## src/rtl/cva6_cheri_pkg.sv

```systemverilog
// CHERI capability types shared by the CVA6 fetch-redirect path.
package cva6_cheri_pkg;

  typedef struct packed {
    logic        tag;
    logic [11:0] perms;
    logic [63:0] base;
    logic [63:0] top;
    logic [63:0] addr;
  } cap_pcc_t;

  localparam cap_pcc_t PCC_NULL_CAP = '{tag: 1'b0, perms: '0, base: '0, top: '0, addr: '0};

  typedef enum logic {
    IDLE,
    REDIRECT
  } redirect_state_e;

endpackage

```

## src/rtl/ariane_pkg.sv

```systemverilog
// Branch-resolution and predictor-training types for the CVA6 frontend.
package ariane_pkg;

  localparam int unsigned VLEN = 64;

  typedef enum logic [2:0] {
    NoCF,
    Branch,
    Jump,
    JumpR,
    Return
  } cf_t;

  typedef struct packed {
    logic                     valid;
    logic [VLEN-1:0]          pc;
    cva6_cheri_pkg::cap_pcc_t target_address;
    logic                     is_mispredict;
    logic                     is_taken;
    cf_t                      cf_type;
  } bp_resolve_t;

  typedef struct packed {
    logic            valid;
    logic [VLEN-1:0] pc;
    logic            taken;
  } bht_update_t;

  typedef struct packed {
    logic            valid;
    logic [VLEN-1:0] pc;
    logic [VLEN-1:0] target_address;
  } btb_update_t;

endpackage

```

## src/rtl/cheri_pcc_redirect_unit.sv

```systemverilog
// Turns resolved mispredicts into a held PCC fetch redirect, a one-cycle
// unissued-kill pulse, BHT/BTB training pulses and a saturating mispredict count.
module cheri_pcc_redirect_unit
  import ariane_pkg::*;
  import cva6_cheri_pkg::*;
(
  input  logic        clk_i,
  input  logic        rst_ni,
  input  bp_resolve_t resolved_branch_i,
  input  logic        flush_i,
  input  logic        redirect_ready_i,
  output logic        redirect_valid_o,
  output cap_pcc_t    redirect_pcc_o,
  output logic        flush_unissued_o,
  output bht_update_t bht_update_o,
  output btb_update_t btb_update_o,
  output logic [31:0] mispredict_cnt_o
);

  redirect_state_e state_q, state_d;
  cap_pcc_t        pcc_q, pcc_d;
  logic            flush_unissued_q;
  bht_update_t     bht_q;
  btb_update_t     btb_q;
  logic [31:0]     mispredict_cnt_q;

  logic accept;
  logic bht_fire;
  logic btb_fire;

  always_comb begin
    accept   = resolved_branch_i.valid && resolved_branch_i.is_mispredict && !flush_i;
    bht_fire = resolved_branch_i.valid && (resolved_branch_i.cf_type == Branch) && !flush_i;
    btb_fire = resolved_branch_i.valid && resolved_branch_i.is_mispredict
               && (resolved_branch_i.cf_type == JumpR) && !flush_i;
  end

  // Flush beats a new mispredict, which in turn beats the frontend accepting
  // the old redirect (latest target wins even on the handshake cycle).
  always_comb begin
    state_d = state_q;
    pcc_d   = pcc_q;
    if (flush_i) begin
      state_d = IDLE;
    end else if (accept) begin
      state_d = REDIRECT;
      pcc_d   = resolved_branch_i.target_address;
    end else if (state_q == REDIRECT && redirect_ready_i) begin
      state_d = IDLE;
    end
  end

  always_ff @(posedge clk_i) begin
    if (!rst_ni) begin
      state_q          <= IDLE;
      pcc_q            <= PCC_NULL_CAP;
      flush_unissued_q <= 1'b0;
      bht_q            <= '0;
      btb_q            <= '0;
      mispredict_cnt_q <= '0;
    end else begin
      state_q                  <= state_d;
      pcc_q                    <= pcc_d;
      flush_unissued_q         <= accept;
      bht_q.valid              <= bht_fire;
      bht_q.pc                 <= resolved_branch_i.pc;
      bht_q.taken              <= resolved_branch_i.is_taken;
      btb_q.valid              <= btb_fire;
      btb_q.pc                 <= resolved_branch_i.pc;
      btb_q.target_address     <= resolved_branch_i.target_address.addr;
      if (accept && (mispredict_cnt_q != '1)) begin
        mispredict_cnt_q <= mispredict_cnt_q + 32'd1;
      end
    end
  end

  assign redirect_valid_o = (state_q == REDIRECT);
  assign redirect_pcc_o   = pcc_q;
  assign flush_unissued_o = flush_unissued_q;
  assign bht_update_o     = bht_q;
  assign btb_update_o     = btb_q;
  assign mispredict_cnt_o = mispredict_cnt_q;

endmodule

```

## config.mk

```make
export PLATFORM = sky130hd
export DESIGN_NAME = cheri_pcc_redirect_unit
export DESIGN_NICKNAME = d
export VERILOG_FILES = /design/src/rtl/cva6_cheri_pkg.sv /design/src/rtl/ariane_pkg.sv /design/src/rtl/cheri_pcc_redirect_unit.sv
export SDC_FILE = /design/constraint.sdc
export NUM_CORES = 1
export LEC_CHECK = 0
export BUFFER_PORTS_ARGS = -buffer_cell sky130_fd_sc_hd__buf_2
export CAP_MARGIN = 5
export CORE_AREA = 2 2 280 282
export DETAILED_ROUTE_END_ITERATION = 6
export DIE_AREA = 0 0 282 284
export HOLD_SLACK_MARGIN = 0.15
export MAX_ROUTING_LAYER = met4
export PLACE_DENSITY = 0.43
export SYNTH_ARGS = -nofsm -noshare
export SYNTH_HDL_FRONTEND = slang
export SYNTH_SLANG_ARGS = --single-unit
```

## constraint.sdc

```tcl
create_clock -name clk_i -period 3.7 [get_ports clk_i]
set_clock_uncertainty 0.05 [all_clocks]
set_input_delay 0.74 -clock clk_i [delete_from_list [all_inputs] [get_ports clk_i]]
set_output_delay 0.74 -clock clk_i [all_outputs]
set_load 0.03 [all_outputs]
```

==> impl_metrics.py <==
metrics = {
    "route": {
        "wl_per_cell_um": 15.5,
        "totalWireLength_um": 48700,
        "num_vias": 12000,
        "first_iter_violations": 505,
        "ant_nets": 0,
        "dr.pass1.iters": 5,
        "via_per_inst": 3.80,
        "drc": 0,
    },
    "sta": {
        "post-route-period-util_pct": 67.5,
        "finalMaxSlewViolations": 0,
        "relSlewSlack_pct": 41.2,
        "fin_crit_ps": 2500,
        "finalSetupViolCount": 0,
        "hold_ws_ps": 305,
        "fin_ws_ps": 1200,
        "rsz0062_at_grt": "false",
        "hold_viol": 0,
        "worst-slew-pin-transition_ps": 882,
        "tns_ps": 0,
        "max_freq_ghz": 0.400,
    },
    "power": {
        "clkPwrFrac_pct": 46.5,
        "peakVddDrop_uv": 272,
        "seqPwrFrac_pct": 42.9,
        "power.internal_mw": 7.19,
        "switchingPower_mw": 2.60,
        "switching_share_pct": 26.5,
        "power.leakage_nw": 8.36,
        "powerDensity_nw_per_um2": 530,
        "combPwrFrac_pct": 10.6,
    },
    "global_route": {
        "grt_remaining_overflow": 0,
        "globalRouteTotalUtil_pct": 11.8,
        "grt_max_degree": 140,
        "antenna_found_initial": 9,
        "grt_pass1_wl_um": 72000,
        "grt_pass1_vias": 11700,
    },
    "yosys": {
        "synth_flop_cell": "dfxtp_1",
        "synth_seq_cells": 370,
        "synth.net_count": 1728,
        "synth_cells": 1448,
        "synth_warnings": 0,
        "synth.distinct_cells": 47,
        "synth.yosys.seq_area_share_pct": 58.1,
        "async_flop_share_pct": 0,
        "avgSynthCellArea_um2": 8.80,
        "synth-edff-count": 0,
        "netlist_area_um2": 12700,
    },
    "floorplan": {
        "die_x_um": 282,
        "initial_core_util_pct": 16.6,
        "row_count": 102,
        "coreArea_um2": 77000,
        "ios": 713,
        "dieArea_um2": 80100,
        "die_h_um": 284,
    },
    "worst_setup_path": {
        "start_kind": "flip-flop",
        "critPathCaptureType": "flip-flop",
        "arrival_ps": 2930,
        "cp_max_fo": 20,
        "crit_type": "reg -> reg",
        "crit_required_ps": 4130,
    },
    "cts": {
        "cts-buffers-inserted": 45,
        "htreeDepth": 2,
        "numClockSinks": 370,
        "cts_tree": "yes",
        "cts_root_buf": "clkbuf_16",
        "cts_resized": 0,
        "cts_buffer_depth": 3,
        "clk_pin_slew_ps": 60,
        "ctsHoldBuffers": 0,
        "post_cts_buffers": 0,
        "clk-insertion-delay-late_ps": 580,
    },
    "finish": {
        "final_nets": 2343,
        "synthToLayoutAreaGrowth_pct": 44.9,
        "num-fill-cells": 8605,
        "drive_above_1_share_pct": 38.5,
    },
    "hold_path": {
        "hold_class": "in -> reg",
    },
    "outcome": {
        "outcome": "complete, no violations",
    },
    "place": {
        "io_buffers": 712,
        "place.gp.congestion": 0.856,
        "pre_cts_ws_ps": 1050,
        "dp_hpwl_um": 35900,
    },
    "run": {
        "cap_violations": 0,
    },
}
==> power by group through the flow <==
stage / sequential [mW] / clock (mW) / combinational [mW]
finish: 4.20 / 4.55 / 1.03
global route: 4.22 / 4.87 / 1.11
CTS: 4.20 / 4.71 / 1.05
detailed placement: 4.29 / 0 / 1.05
global placement: 4.28 / 0 / 1.05
floorplan: 4.58 / 0 / 0.350
==> area by class of cell <==
class	instances	area [um^2]	area share, %
Antenna cell	7	17.5	0.0948
Clock buffer	63	1290	7.00
Clock inverter	19	228	1.23
Timing Repair Buffer	725	3730	20.2
Multi-Input combinational cell	915	4470	24.2
Sequential cell	370	7410	40.1
Inverter	6	30.0	0.163
Tap cell	1040	1300	7.04
==> metrics by stage <==
step,util (%),instance area [um^2],total power [mW],cells
final,24.0,18500,9.78,3145
after global routing,24.0,18500,10.2,3145
after floorplan,-,12700,4.93,1448
after global placement,22.0,16900,5.33,3056
after CTS,24.0,18500,9.97,3138
after detailed placement,22.0,16900,5.34,3056
==> kinds of logic after synthesis <==
logic type,after synthesis,synth area share [%]
simple gates,647,23.5
flops,370,58.1
compound gates,257,10.7
buf+inv,163,6.84
xor+xnor,6,0.412
mux,4,0.314
fa+ha+maj,1,0.0981
==> synthesized netlist by cell type (2+ instances only) <==
library cell	instances	area, um^2
nand3_1	10	50.1
and3_1	6	37.5
a21oi_2	2	17.5
buf_4	65	488
buf_1	3	11.3
and2_1	130	813
buf_6	2	22.5
a21oi_1	223	1120
nand2_1	429	1610
o21ai_1	3	15.0
nor4_1	4	25.0
or4_1	13	97.6
clkbuf_1	86	323
inv_1	5	18.8
mux2i_1	4	40.0
o211ai_1	2	15.0
nor3_1	6	30.0
dfxtp_1	370	7410
nand2b_1	5	31.3
and4_1	2	17.5
o21ai_0	3	15.0
xnor2_1	5	43.8
nor2_1	13	48.8
o31ai_1	15	113
nand4_1	14	87.6
or3_1	7	43.8
==> per-layer routing <==
metal / global-route usage (%) / up-vias / part of all wire [%]
li1: - / 5893 / -
met1: 14.2 / 5661 / 43
met2: 19.6 / 350 / 49
met3: 2.71 / 58 / 6.1
met4: 3.71 / 0 / 2.2
met5: - / - / 0
==> state kept, by name, indices dropped and copies added, names as in the netlist <==
name	flops
flush_unissued_o	1
bht_update_o	2
redirect_valid_o	1
mispredict_cnt_o	32
btb_update_o	129
redirect_pcc_o	205
==> cell usage in the layout (no fill, tap or decap), drive strengths merged, types with 5 or more instances in the layout <==
cell type,count
o31ai,15
xnor2,5
diode,7
clkinv,11
nand3,10
nand2,429
o21ai,6
nand2b,5
nor3,6
nand4,15
or4,13
dfxtp,370
buf,725
inv,9
nor4,6
a21oi,225
nor2,13
clkbuf,63
and3,6
or3,8
and2,130
==> critical path: stages, from the launching register on <==
cell and delay (ps):
dfxtp_1 450, nand4_2 210, or3_4 480, nor4_4 590
buf_4 350, o311ai_0 170, o41ai_1 100
==> worst paths after layout <==
kind / startpoint / end / slack [ps] / depth (start not counted)
max: mispredict_cnt_o[18] / mispredict_cnt_o[7] / 1200 / 6
min: resolved_branch_i[1] / bht_update_o[65] / 300 / 2
max reg2reg: mispredict_cnt_o[18] / mispredict_cnt_o[7] / 1200 / 6
min reg2reg: redirect_pcc_o[184] / redirect_pcc_o[184] / 400 / 2
(Power assumes the default switching activity.)
